[config.mk]
export PLATFORM = sky130hd
export DESIGN_NAME = fetch_unit
export DESIGN_NICKNAME = d
export VERILOG_FILES = /design/src/rtl/fetch_unit.sv
export SDC_FILE = /design/constraint.sdc
export NUM_CORES = 1
export LEC_CHECK = 0
export BUFFER_PORTS_ARGS = -buffer_cell sky130_fd_sc_hd__buf_2
export CAP_MARGIN = 15
export CORE_UTILIZATION = 51
export CTS_BUF_LIST = sky130_fd_sc_hd__clkbuf_16
export CTS_CLUSTER_SIZE = 40
export DETAILED_ROUTE_END_ITERATION = 12
export GPL_TIMING_DRIVEN = 1
export HOLD_SLACK_MARGIN = 0.15
export PLACE_DENSITY = 0.82
export SLEW_MARGIN = 5
export SYNTH_ARGS = -nofsm -noshare
export SYNTH_HDL_FRONTEND = slang
export SYNTH_SLANG_ARGS = --single-unit
export TNS_END_PERCENT = 50
[constraint.sdc]
create_clock -name clk -period 2.5 [get_ports clk]
set_input_delay 0.5 -clock clk [delete_from_list [all_inputs] [get_ports clk]]
set_output_delay 0.5 -clock clk [all_outputs]
set_load 0.02 [all_outputs]
[src/rtl/fetch_unit.sv]
// fetch_unit: instruction fetch stage feeding the opcode decoder.
// Walks pc through byte-wide memory, fetches the opcode plus 0-2 operand
// bytes sized by the decoder, and holds the instruction under valid/ready.
// Optional feature: define FETCH_RESET_VECTOR_EN to load the start pc from
// the reset vector at 16'hFFFC/16'hFFFD instead of using RESET_PC.
module fetch_unit #(
  parameter logic [15:0] RESET_PC   = 16'h0200,
  parameter logic [7:0]  NOP_OPCODE = 8'hEA
) (
  input  logic        clk,
  input  logic        rst_n,
  output logic        mem_req,
  output logic [15:0] mem_addr,
  input  logic        mem_ack,
  input  logic [7:0]  mem_rdata,
  input  logic [1:0]  instr_size,
  output logic [7:0]  opcode,
  output logic [7:0]  operand_lo,
  output logic [7:0]  operand_hi,
  output logic [15:0] instr_pc,
  output logic        instr_valid,
  input  logic        instr_ready,
  input  logic        jump_en,
  input  logic [15:0] jump_target
);

  typedef enum logic [2:0] {
    FETCH_OP,
    SIZE,
    FETCH_B1,
    FETCH_B2,
    VALID
`ifdef FETCH_RESET_VECTOR_EN
    , VEC_LO,
    VEC_HI
`endif
  } state_t;

`ifdef FETCH_RESET_VECTOR_EN
  localparam state_t START_STATE = VEC_LO;
`else
  localparam state_t START_STATE = FETCH_OP;
`endif

  state_t      state_q, state_d;
  logic [15:0] pc_q;
  logic        req_c;
  logic [15:0] addr_c;
  logic        fire;
  logic [1:0]  eff_size;

  // An out-of-range size of 0 is handled as a 1-byte instruction.
  assign eff_size = (instr_size == 2'd0) ? 2'd1 : instr_size;
  assign fire     = req_c && mem_ack;

  // Request and address decode purely from registered state; reset forces
  // the request low even though the start state itself is a fetch state.
  assign mem_req     = req_c && rst_n;
  assign mem_addr    = rst_n ? addr_c : pc_q;
  assign instr_valid = (state_q == VALID);

  // State register.
  always_ff @(posedge clk or negedge rst_n) begin
    // NOTE: sequential state uses non-blocking (<=) so every flop samples
    // pre-edge values; blocking here would create order-dependent races.
    if (!rst_n) state_q <= START_STATE;
    else        state_q <= state_d;
  end

  // Next-state and memory request decode.
  always_comb begin
    // NOTE: every output of this block gets a default first, so no path
    // leaves a value unassigned and no latch is inferred.
    state_d = state_q;
    req_c   = 1'b0;
    addr_c  = pc_q;
    case (state_q)
      FETCH_OP: begin
        req_c = 1'b1;
        if (mem_ack) state_d = SIZE;
      end
      SIZE:     state_d = (eff_size >= 2'd2) ? FETCH_B1 : VALID;
      FETCH_B1: begin
        req_c = 1'b1;
        if (mem_ack) state_d = (eff_size == 2'd3) ? FETCH_B2 : VALID;
      end
      FETCH_B2: begin
        req_c = 1'b1;
        if (mem_ack) state_d = VALID;
      end
      VALID:    if (instr_ready) state_d = FETCH_OP;
`ifdef FETCH_RESET_VECTOR_EN
      VEC_LO: begin
        req_c  = 1'b1;
        addr_c = 16'hFFFC;
        if (mem_ack) state_d = VEC_HI;
      end
      VEC_HI: begin
        req_c  = 1'b1;
        addr_c = 16'hFFFD;
        if (mem_ack) state_d = FETCH_OP;
      end
`endif
      default:  state_d = START_STATE;
    endcase
  end

`ifdef FETCH_RESET_VECTOR_EN
  logic [7:0] vec_lo_q;

  // Holds the low vector byte until the high byte arrives.
  always_ff @(posedge clk or negedge rst_n) begin
    if (!rst_n)                     vec_lo_q <= 8'h00;
    else if (state_q == VEC_LO && fire) vec_lo_q <= mem_rdata;
  end
`endif

  // Program counter and instruction holding registers.
  always_ff @(posedge clk or negedge rst_n) begin
    if (!rst_n) begin
      pc_q       <= RESET_PC;
      opcode     <= NOP_OPCODE;
      operand_lo <= 8'h00;
      operand_hi <= 8'h00;
      instr_pc   <= 16'h0000;
    end else begin
      case (state_q)
        FETCH_OP: if (fire) begin
          opcode     <= mem_rdata;
          instr_pc   <= pc_q;
          operand_lo <= 8'h00;
          operand_hi <= 8'h00;
          pc_q       <= pc_q + 16'd1;
        end
        FETCH_B1: if (fire) begin
          operand_lo <= mem_rdata;
          pc_q       <= pc_q + 16'd1;
        end
        FETCH_B2: if (fire) begin
          operand_hi <= mem_rdata;
          pc_q       <= pc_q + 16'd1;
        end
        VALID:    if (instr_ready && jump_en) pc_q <= jump_target;
`ifdef FETCH_RESET_VECTOR_EN
        VEC_HI:   if (fire) pc_q <= {mem_rdata, vec_lo_q};
`endif
        default:  ;
      endcase
    end
  end

endmodule

======== Word-level counts from Yosys, hierarchy flattened ========
Cells that the tools add are included.
cells by class
  add/sub/neg operators ................... 1
  $lt $le $gt $ge ......................... 1
  equality and inequality tests ........... 14
  muxes and demuxes ....................... 16
  reduce and logical (&&, ||, !) cells .... 14
operator list
  operator                 number
  $mux W16                 2
  $pmux W16 S2             1
  $pmux W8 S2              2
  $mux W3                  6
  $add A16 B1 Y16 const B  1
  $mux W8                  2
  $pmux W3 S5              1
  $ne A2 B2 Y1 const B     6
  $reduce_and A3 Y1        3
  $eq A3 B2 Y1 const B     2
  $ne A2 B1 Y1 const B     3
  $reduce_bool A2 Y1       3
  $reduce_and A4 Y1        1
  $eq A3 B1 Y1 const B     1
  $eq A3 B3 Y1 const B     1
  $logic_and A1 B1 Y1      3
  $logic_not A3 Y1         1
  $reduce_or A3 Y1         1
  $eq A2 B2 Y1 const B     1
  $ge A2 B2 Y1 const B     1
  $logic_not A2 Y1         1
  $mux W2                  1
  $reduce_and A2 Y1        1
  $mux W1                  1
storage, ports and cells
  register bits after elaboration ......... 59
  input bits .............................. 31
  output and inout bits ................... 58
  logic and storage cells ................. 52

======== Depth between registers and ports, before layout ========
Gate-level depths: netlist of the first run.
  depth after elaboration ................. 6
  mapped depth ............................ 7
  depth with buffers taken out ............ 5

======== Least setup slack after synthesis of the first run ========
OpenSTA, ideal clock, no wires.
  path type ............................... input to register
  start point ............................. in mem_ack
  end point ............................... reg opcode[2]
  arrival ................................. 1612 ps
  data required time ...................... 2375 ps
  setup slack ............................. 763 ps
  stages .................................. 5
  buffers on the path ..................... 1
  path through ............................ and2b_1 nand2_1 nor2_2 buf_2 mux2_2
between the ends
  longest elaborated chain between the ends .. 2
ends and longest elaborated chain
  element                             RTL line  source
  start, declared                     14        input logic mem_ack,
  $logic_and A1 B1 Y1                 54        assign fire = req_c && mem_ack;
  $reduce_and A2 Y1 (no source line)  -
  end signal, assigned                129       opcode <= mem_rdata;
  end, declared                       17        output logic [7:0] opcode,
Every way passes these cells.
A chain may end at the register's enable or synchronous reset.

======== Worst setup path in the final report of the first run ========
  start point ............................. reg state_q[0]
  end point ............................... reg pc_q[3], in the netlist mem_addr[3]
between the ends
  longest elaborated chain between the ends .. 6
  elaborated cells between the ends (all ways) .. 12
  those cells by class .................... eq/ne (5); mux (2); reduce/logical (5)
ends and longest elaborated chain
  element                                           RTL line  source
  start, declared                                   45        state_t state_q, state_d;
  start signal, assigned                            67        else state_q <= state_d;
  $eq A3 B2 Y1 or $logic_not A3 Y1 (tied branches)  77, 127
  $reduce_or A3 Y1 (no source line)                 -
  $mux W1                                           77        case (state_q)
  $logic_and A1 B1 Y1                               54
  $ne A2 B1 Y1 (no source line)                     -
  $reduce_and A3 Y1 (no source line)                -
  end signal, assigned                              133       pc_q <= pc_q + 16'd1;
  end signal, assigned                              137       pc_q <= pc_q + 16'd1;
  end signal, assigned                              141       pc_q <= pc_q + 16'd1;
  end, declared                                     46        logic [15:0] pc_q;
Parallel ways exist; a longest one is shown, timed or not.

==> flow_summary.toml, run 1 <==
[run_status]
result_of_the_run = "finished clean"

[yosys]
syn-num-nets = 289
post_synth_inst_count = 257
synth_edf_count = 0
ys.flop_type = "dfrtp_1"
post_synth_instance_area_mm2 = 0.00280
avgSynthCellArea_um2 = 10.9
netlist-cell-type-count = 45
ys_ff_latch = 59
number_of_synthesis_warnings = 0
synthArstFlopShare = 1.00
synth-seq-area-share = 0.530

[clock_tree]
post_cts_resized = 0
post-cts-setup-buffer-count = 0
clk_transition_reported_paths_ns = 0.05
numCtsBuffers = 9
htree_levels = 3
tritoncts_clock_tree = "done"
worst_skew_pair.late_latency_ns = 0.33
cts-root-to-sink-buffers = 2
clock_tree.root_cell = "clkbuf_16"
clkSinkCount = 59
post_cts_hold_buffer_count = 0

[die]
dieWidth_um = 76.1
i_o_pins = 89
start_util = 0.538
fp.dieArea_mm2 = 0.00579
std_cell_rows = 26
dieHeight_um = 76.1
floorplan.core_area_mm2 = 0.00520

[grt]
grt_usage = 0.261
grt_start_max_net_pins = 60
antenna_violations_before_repair = 0
vias_in_the_first_global_route = 2385
globalRouteOverflowTotal = 0
grt_first_pass_wirelength_um = 11800

[power]
power.static_leakage_nw = 1.71
p_total_mw = 5.47
power_per_cell_area_mw_per_mm2 = 1520
peakVddDrop_v = 0.000830

[routing]
routed_wirelength_um = 7090
vias = 2439
ant_nets = 0
drc_errors = 0
drtIter0Drc = 158
wl_per_cell_um = 16.8
firstDrtPassIters = 5
detailed_route_vias_per_instance = 5.79

[worst_setup_path]
worst-endpoint-arrival_ns = 2.34
reg2reg_depth = 6
crit_type = "flip-flop to flip-flop"
worstSetupStartpointType = "flip-flop"
beginning_of_the_worst_register_to_register_path = "state_q[0]$_DFFE_PN0P_"
worst_r2r_endpoint = "mem_addr[3]$_DFFE_PN0P_"
critical_path_required_ns = 2.74
timing.critical_path.to_type = "flip-flop"
reg2reg_slack_ns = 0.40
critPathMaxFanout = 17

[sta]
fmax_mhz = 476
worstMarginPinSlew_ns = 0.721
timing_hold_violations_final = 0
report.final.slew_viol_count = 0
min_period_ns = 2.10
rsz_0062_raised_after_global_routing = "no"
tns_ns = 0
clock_skew_ns = 0.00400
timing.final.setup_violations = 0
timing.slew.headroom = 0.519
post-route-period-util = 0.840

[placement]
gp_congestion = 0.786
port_buffers = 88
dp_hpwl_um = 4700

[final_layout]
antenna-diode-count = 0
drive_gt1_frac = 0.410
layout_common_cells = "buf_2, dfrtp_1, nand2_1"
nNetsFinal = 378
layout.cells.most_common = "buf_2"
area.growth.synth_to_final_pct = 28.6

[flow_run]
max_cap_violations = 0

[worst_hold_path]
hold_path_class = "primary input to async pin"
-- state kept, by name, indices dropped and copies added (netlist names) --
| signal | cells |
|---|---|
| instr_pc | 16 |
| mem_addr | 16 |
| opcode | 8 |
| operand_hi | 8 |
| operand_lo | 8 |
| state_q | 3 |
-- power by group --
| group | switching, mW | total (mW) | internal [mW] |
|---|---|---|---|
| registers | 0.380 | 1.81 | 1.43 |
| clock network | 0.422 | 1.28 | 0.858 |
| logic | 1.44 | 2.39 | 0.942 |
-- stage by stage --
stage	setup slack [ns]	cells	hold slack [ns]	area, µm²	utilization
6_report	0.399	421	0.346	3600	0.692
5_1_grt	0.232	421	0.432	3600	0.692
4_1_cts	0.411	421	0.385	3600	0.692
3_5_place_dp	0.433	405	0.465	3290	0.633
3_3_place_gp	0.517	405	0.456	3290	0.633
2_1_floorplan	0.763	257	0.204	2800	-
-- worst max-delay path, stage by stage, from the launching register on --
cell and delay [ns]:
dfrtp_1 0.44, or3b_1 0.45, inv_6 0.16, a32o_1 0.44, buf_4 0.25, o21ai_0 0.11, a22oi_1 0.17
-- cell type report --
class / count / area [µm²]
Clock inverter: 7 / 82.6
Multi-Input combinational cell: 176 / 1200
Sequential cell: 59 / 1480
Timing Repair Buffer: 96 / 500
Clock buffer: 9 / 225
Fill cell: 404 / 1600
Inverter: 4 / 20.0
Tap cell: 70 / 87.6
-- logic make-up after synthesis --
group / Yosys count / share of synthesized area
flip-flops: 59 / 0.530
AO/OA/AOI/OAI: 77 / 0.197
AND/OR/NAND/NOR: 73 / 0.127
buffers and inverters: 22 / 0.0407
multiplexers: 25 / 0.100
adder cells (fa/ha/maj): 1 / 0.00447
-- per-layer routing --
layer / global-route usage / part of all wire / vias up
li1: - / - / 1134
met1: 0.325 / 0.42 / 1163
met2: 0.433 / 0.49 / 121
met3: 0.0503 / 0.067 / 21
met4: 0.140 / 0.027 / 0
met5: 0 / 0 / -
-- worst max-delay path by stage --
| stage | start | end | depth (start not counted) |
|---|---|---|---|
| finish | state_q[0]$_DFFE_PN0P_ | mem_addr[3]$_DFFE_PN0P_ | 6 |
| global route | state_q[0]$_DFFE_PN0P_ | mem_addr[3]$_DFFE_PN0P_ | 6 |
| CTS | state_q[0]$_DFFE_PN0P_ | mem_addr[3]$_DFFE_PN0P_ | 6 |
| detailed placement | state_q[0]$_DFFE_PN0P_ | mem_addr[4]$_DFFE_PN0P_ | 5 |
| global placement | state_q[0]$_DFFE_PN0P_ | mem_addr[7]$_DFFE_PN0P_ | 5 |
| floorplan | mem_ack | opcode[2]$_DFFE_PN0P_ | 5 |
-- synthesized netlist by cell type (6+ instances only) --
cell type | instances | area, µm²
dfrtp_1 | 53 | 1330
nand2_1 | 36 | 135
clkbuf_1 | 9 | 33.8
o22ai_1 | 6 | 37.5
mux2_2 | 24 | 270
a22o_1 | 17 | 149
buf_2 | 6 | 30.0
nand3_1 | 6 | 30.0
nor2_1 | 8 | 30.0
o21ai_0 | 17 | 85.1
dfstp_2 | 6 | 158
a21oi_1 | 15 | 75.1
Power figures use the tool's default switching activity.
==> run 2: changes to the inputs <==
ABC_AREA = 1   (was default)
PLACE_DENSITY = 0.81   (was 0.82)
clock period = 2.1 ns   (was 2.5 ns; I/O delays follow)
==> run 2 against run 1 <==
- synthesized cell count up 41%
- sequential cell count unchanged
- worst setup slack worse by 0.025 ns
- count of clock-buffer cells in the layout unchanged
- synthesized area up 4.2%
- via count up 12%
- critical path type is now flip-flop to output pin
- largest cell class unchanged
==> flow_summary.toml, run 2 <==
[run_status]
result_of_the_run = "finished clean"

[clock_tree]
post_cts_hold_buffer_count = 0
cts-root-to-sink-buffers = 2
clkSinkCount = 59
clock_tree.root_cell = "clkbuf_16"
worst_skew_pair.late_latency_ns = 0.33
post_cts_resized = 0
post-cts-setup-buffer-count = 0
numCtsBuffers = 9
htree_levels = 3
clk_transition_reported_paths_ns = 0.05
tritoncts_clock_tree = "done"

[worst_setup_path]
path_cells = "nor2_1 -> nand2_2 -> inv_4 -> buf_2"
crit_type = "flip-flop to output pin"
critical_path.slowest_cell = "dfrtp_1"
timing.critical_path.to_type = "output pin"
worst_path_largest_cell_delay_ns = 0.39
reg2reg_slack_ns = 0.52
cp_top_family = "flip-flops"
critical_path_required_ns = 1.68
worst_r2r_endpoint = "instr_pc[11]$_DFFE_PN0P_"
worst-endpoint-arrival_ns = 1.31
beginning_of_the_worst_register_to_register_path = "state_q[2]$_DFFE_PN0P_"
critPathMaxFanout = 10
worstSetupStartpointType = "flip-flop"
cp_num_buf_inv = 2
reg2reg_depth = 7

[sta]
timing.final.setup_violations = 0
min_period_ns = 1.73
worstMarginPinSlew_ns = 0.724
rsz_0062_raised_after_global_routing = "no"
fmax_mhz = 579
timing_hold_violations_final = 0
post-route-period-util = 0.822
report.final.slew_viol_count = 0
timing.slew.headroom = 0.517
tns_ns = 0
clock_skew_ns = 0.00412

[routing]
drtIter0Drc = 191
firstDrtPassIters = 4
routed_wirelength_um = 7090
vias = 2728
drc_errors = 0
wl_per_cell_um = 13.3
ant_nets = 0
detailed_route_vias_per_instance = 5.13

[grt]
globalRouteOverflowTotal = 0
vias_in_the_first_global_route = 2560
grt_first_pass_wirelength_um = 11900
grt_start_max_net_pins = 60
grt_usage = 0.259
antenna_violations_before_repair = 0

[yosys]
ys_ff_latch = 59
synthArstFlopShare = 1.00
dominant_combinational_cell_family_by_area_after_synthesis = "simple AND/OR/NAND/NOR gates"
synth-seq-area-share = 0.508
syn-num-nets = 394
cell_types_occupying_the_most_area_after_synthesis = "dfrtp_1, nand2_1, o21ai_0, nand3_1, dfstp_2"
avgSynthCellArea_um2 = 8.06
synth_compound_gate_area_share = 0.0930
netlist.area_leader.share = 0.454
synth_xor_xnor_area_share = 0.0180
most_common_cell_in_the_synthesized_netlist = "nand2_1"
synth_edf_count = 0
ys.flop_type = "dfrtp_1"
netlist-cell-type-count = 29
synth_simple_gate_area_share = 0.296
arithmetic_cell_share_of_the_synthesized_area_counting_full_adders_half_adders_and_majority_gates = 0.00429
synth_top_cells_by_count = "nand2_1, dfrtp_1, o21ai_0"
synth_largest_area_cell = "dfrtp_1"
post_synth_inst_count = 362
post_synth_mux_area_share = 0.0180
number_of_synthesis_warnings = 0
post_synth_instance_area_mm2 = 0.00292

[power]
peakVddDrop_v = 0.000930
power_per_cell_area_mw_per_mm2 = 1690
power.static_leakage_nw = 2.09

[final_layout]
drive_gt1_frac = 0.285
area.growth.synth_to_final_pct = 28.2
nNetsFinal = 487
antenna-diode-count = 0
postLayoutCoreUtil = 0.679
layout.cells.most_common = "nand2_1"
layout_common_cells = "nand2_1, buf_2, dfrtp_1"
filler_cell_count = 452
final_cells = 532

[die]
fp.dieArea_mm2 = 0.00603
floorplan.core_area_mm2 = 0.00551
std_cell_rows = 27
dieWidth_um = 77.7
i_o_pins = 89
dieHeight_um = 77.7
start_util = 0.530

[placement]
dp.cells = 516
dp_hpwl_um = 4940
gp_congestion = 0.814
port_buffers = 88

[flow_run]
max_cap_violations = 0

[worst_hold_path]
hold_path_class = "primary input to async pin"
-- run 2: changes by cell type in the layout (fill, tap and decap cells not counted), sizes merged, moves of 6 or more --
cell | previous run | this run
mux2 | 24 | 4
nand2 | 36 | 117
inv | 3 | 35
a21oi | 15 | 1
o21ai | 18 | 52
nor2 | 9 | 38
a22o | 17 | 0
nand3 | 6 | 34
o22ai | 6 | 0
-- run 2: layout make-up --
cell class | count | area, µm² | share of cell area
clock buffers | 9 | 225 | 0.0602
clock inverters | 7 | 100 | 0.0268
inverters | 33 | 126 | 0.0338
multi-input cells | 261 | 1250 | 0.335
flip-flops and latches | 59 | 1480 | 0.397
well taps | 72 | 90.1 | 0.0241
repair buffers | 91 | 463 | 0.124
-- run 2: per-stage QoR --
step	worst slack [ns]	area, µm²	hold slack (ns)	power [mW]
after floorplan	0.678	2920	0.124	3.93
after global placement	0.519	3420	0.467	4.65
after detailed placement	0.491	3420	0.468	4.75
after CTS	0.360	3740	0.285	6.38
after global routing	0.300	3740	0.322	6.80
final	0.374	3740	0.249	6.33
-- run 2: cell families (layout without fill, tap and decap cells) --
family | count (synthesis) | after routing
buffers and inverters | 42 | 140
adders and majority gates | 1 | 1
DFF | 59 | 59
and+or+nand+nor | 196 | 196
xor gates and xnor gates | 6 | 6
AOI/OAI and AO/OA | 54 | 54
muxes | 4 | 4
-- run 2: metal layers --
layer	share of wire	wire, µm	vias up	GRT usage
li1	-	-	1353	-
met1	0.42	2970	1264	0.324
met2	0.50	3570	99	0.434
met3	0.064	455	12	0.0576
met4	0.014	97	0	0.106
met5	0	0	-	0
-- run 2: how the worst max path moves through the flow --
stage	to	startpoint	slack [ns]	cells after the start
4_1_cts	instr_valid	state_q[0]$_DFFE_PN0P_	0.36	4
5_1_grt	instr_valid	state_q[1]$_DFFE_PN0P_	0.30	4
6_report	instr_valid	state_q[1]$_DFFE_PN0P_	0.37	4
3_5_place_dp	instr_pc[5]$_DFFE_PN0P_	mem_ack	0.49	5
2_1_floorplan	mem_addr[14]$_DFFE_PN0P_	mem_addr[1]$_DFFE_PN0P_	0.68	8
3_3_place_gp	instr_pc[6]$_DFFE_PN0P_	mem_ack	0.52	5
-- run 2: power breakdown --
part	internal, mW	switching [mW]
Clock	1.05	0.547
Sequential	1.65	0.417
Combinational	0.887	1.79
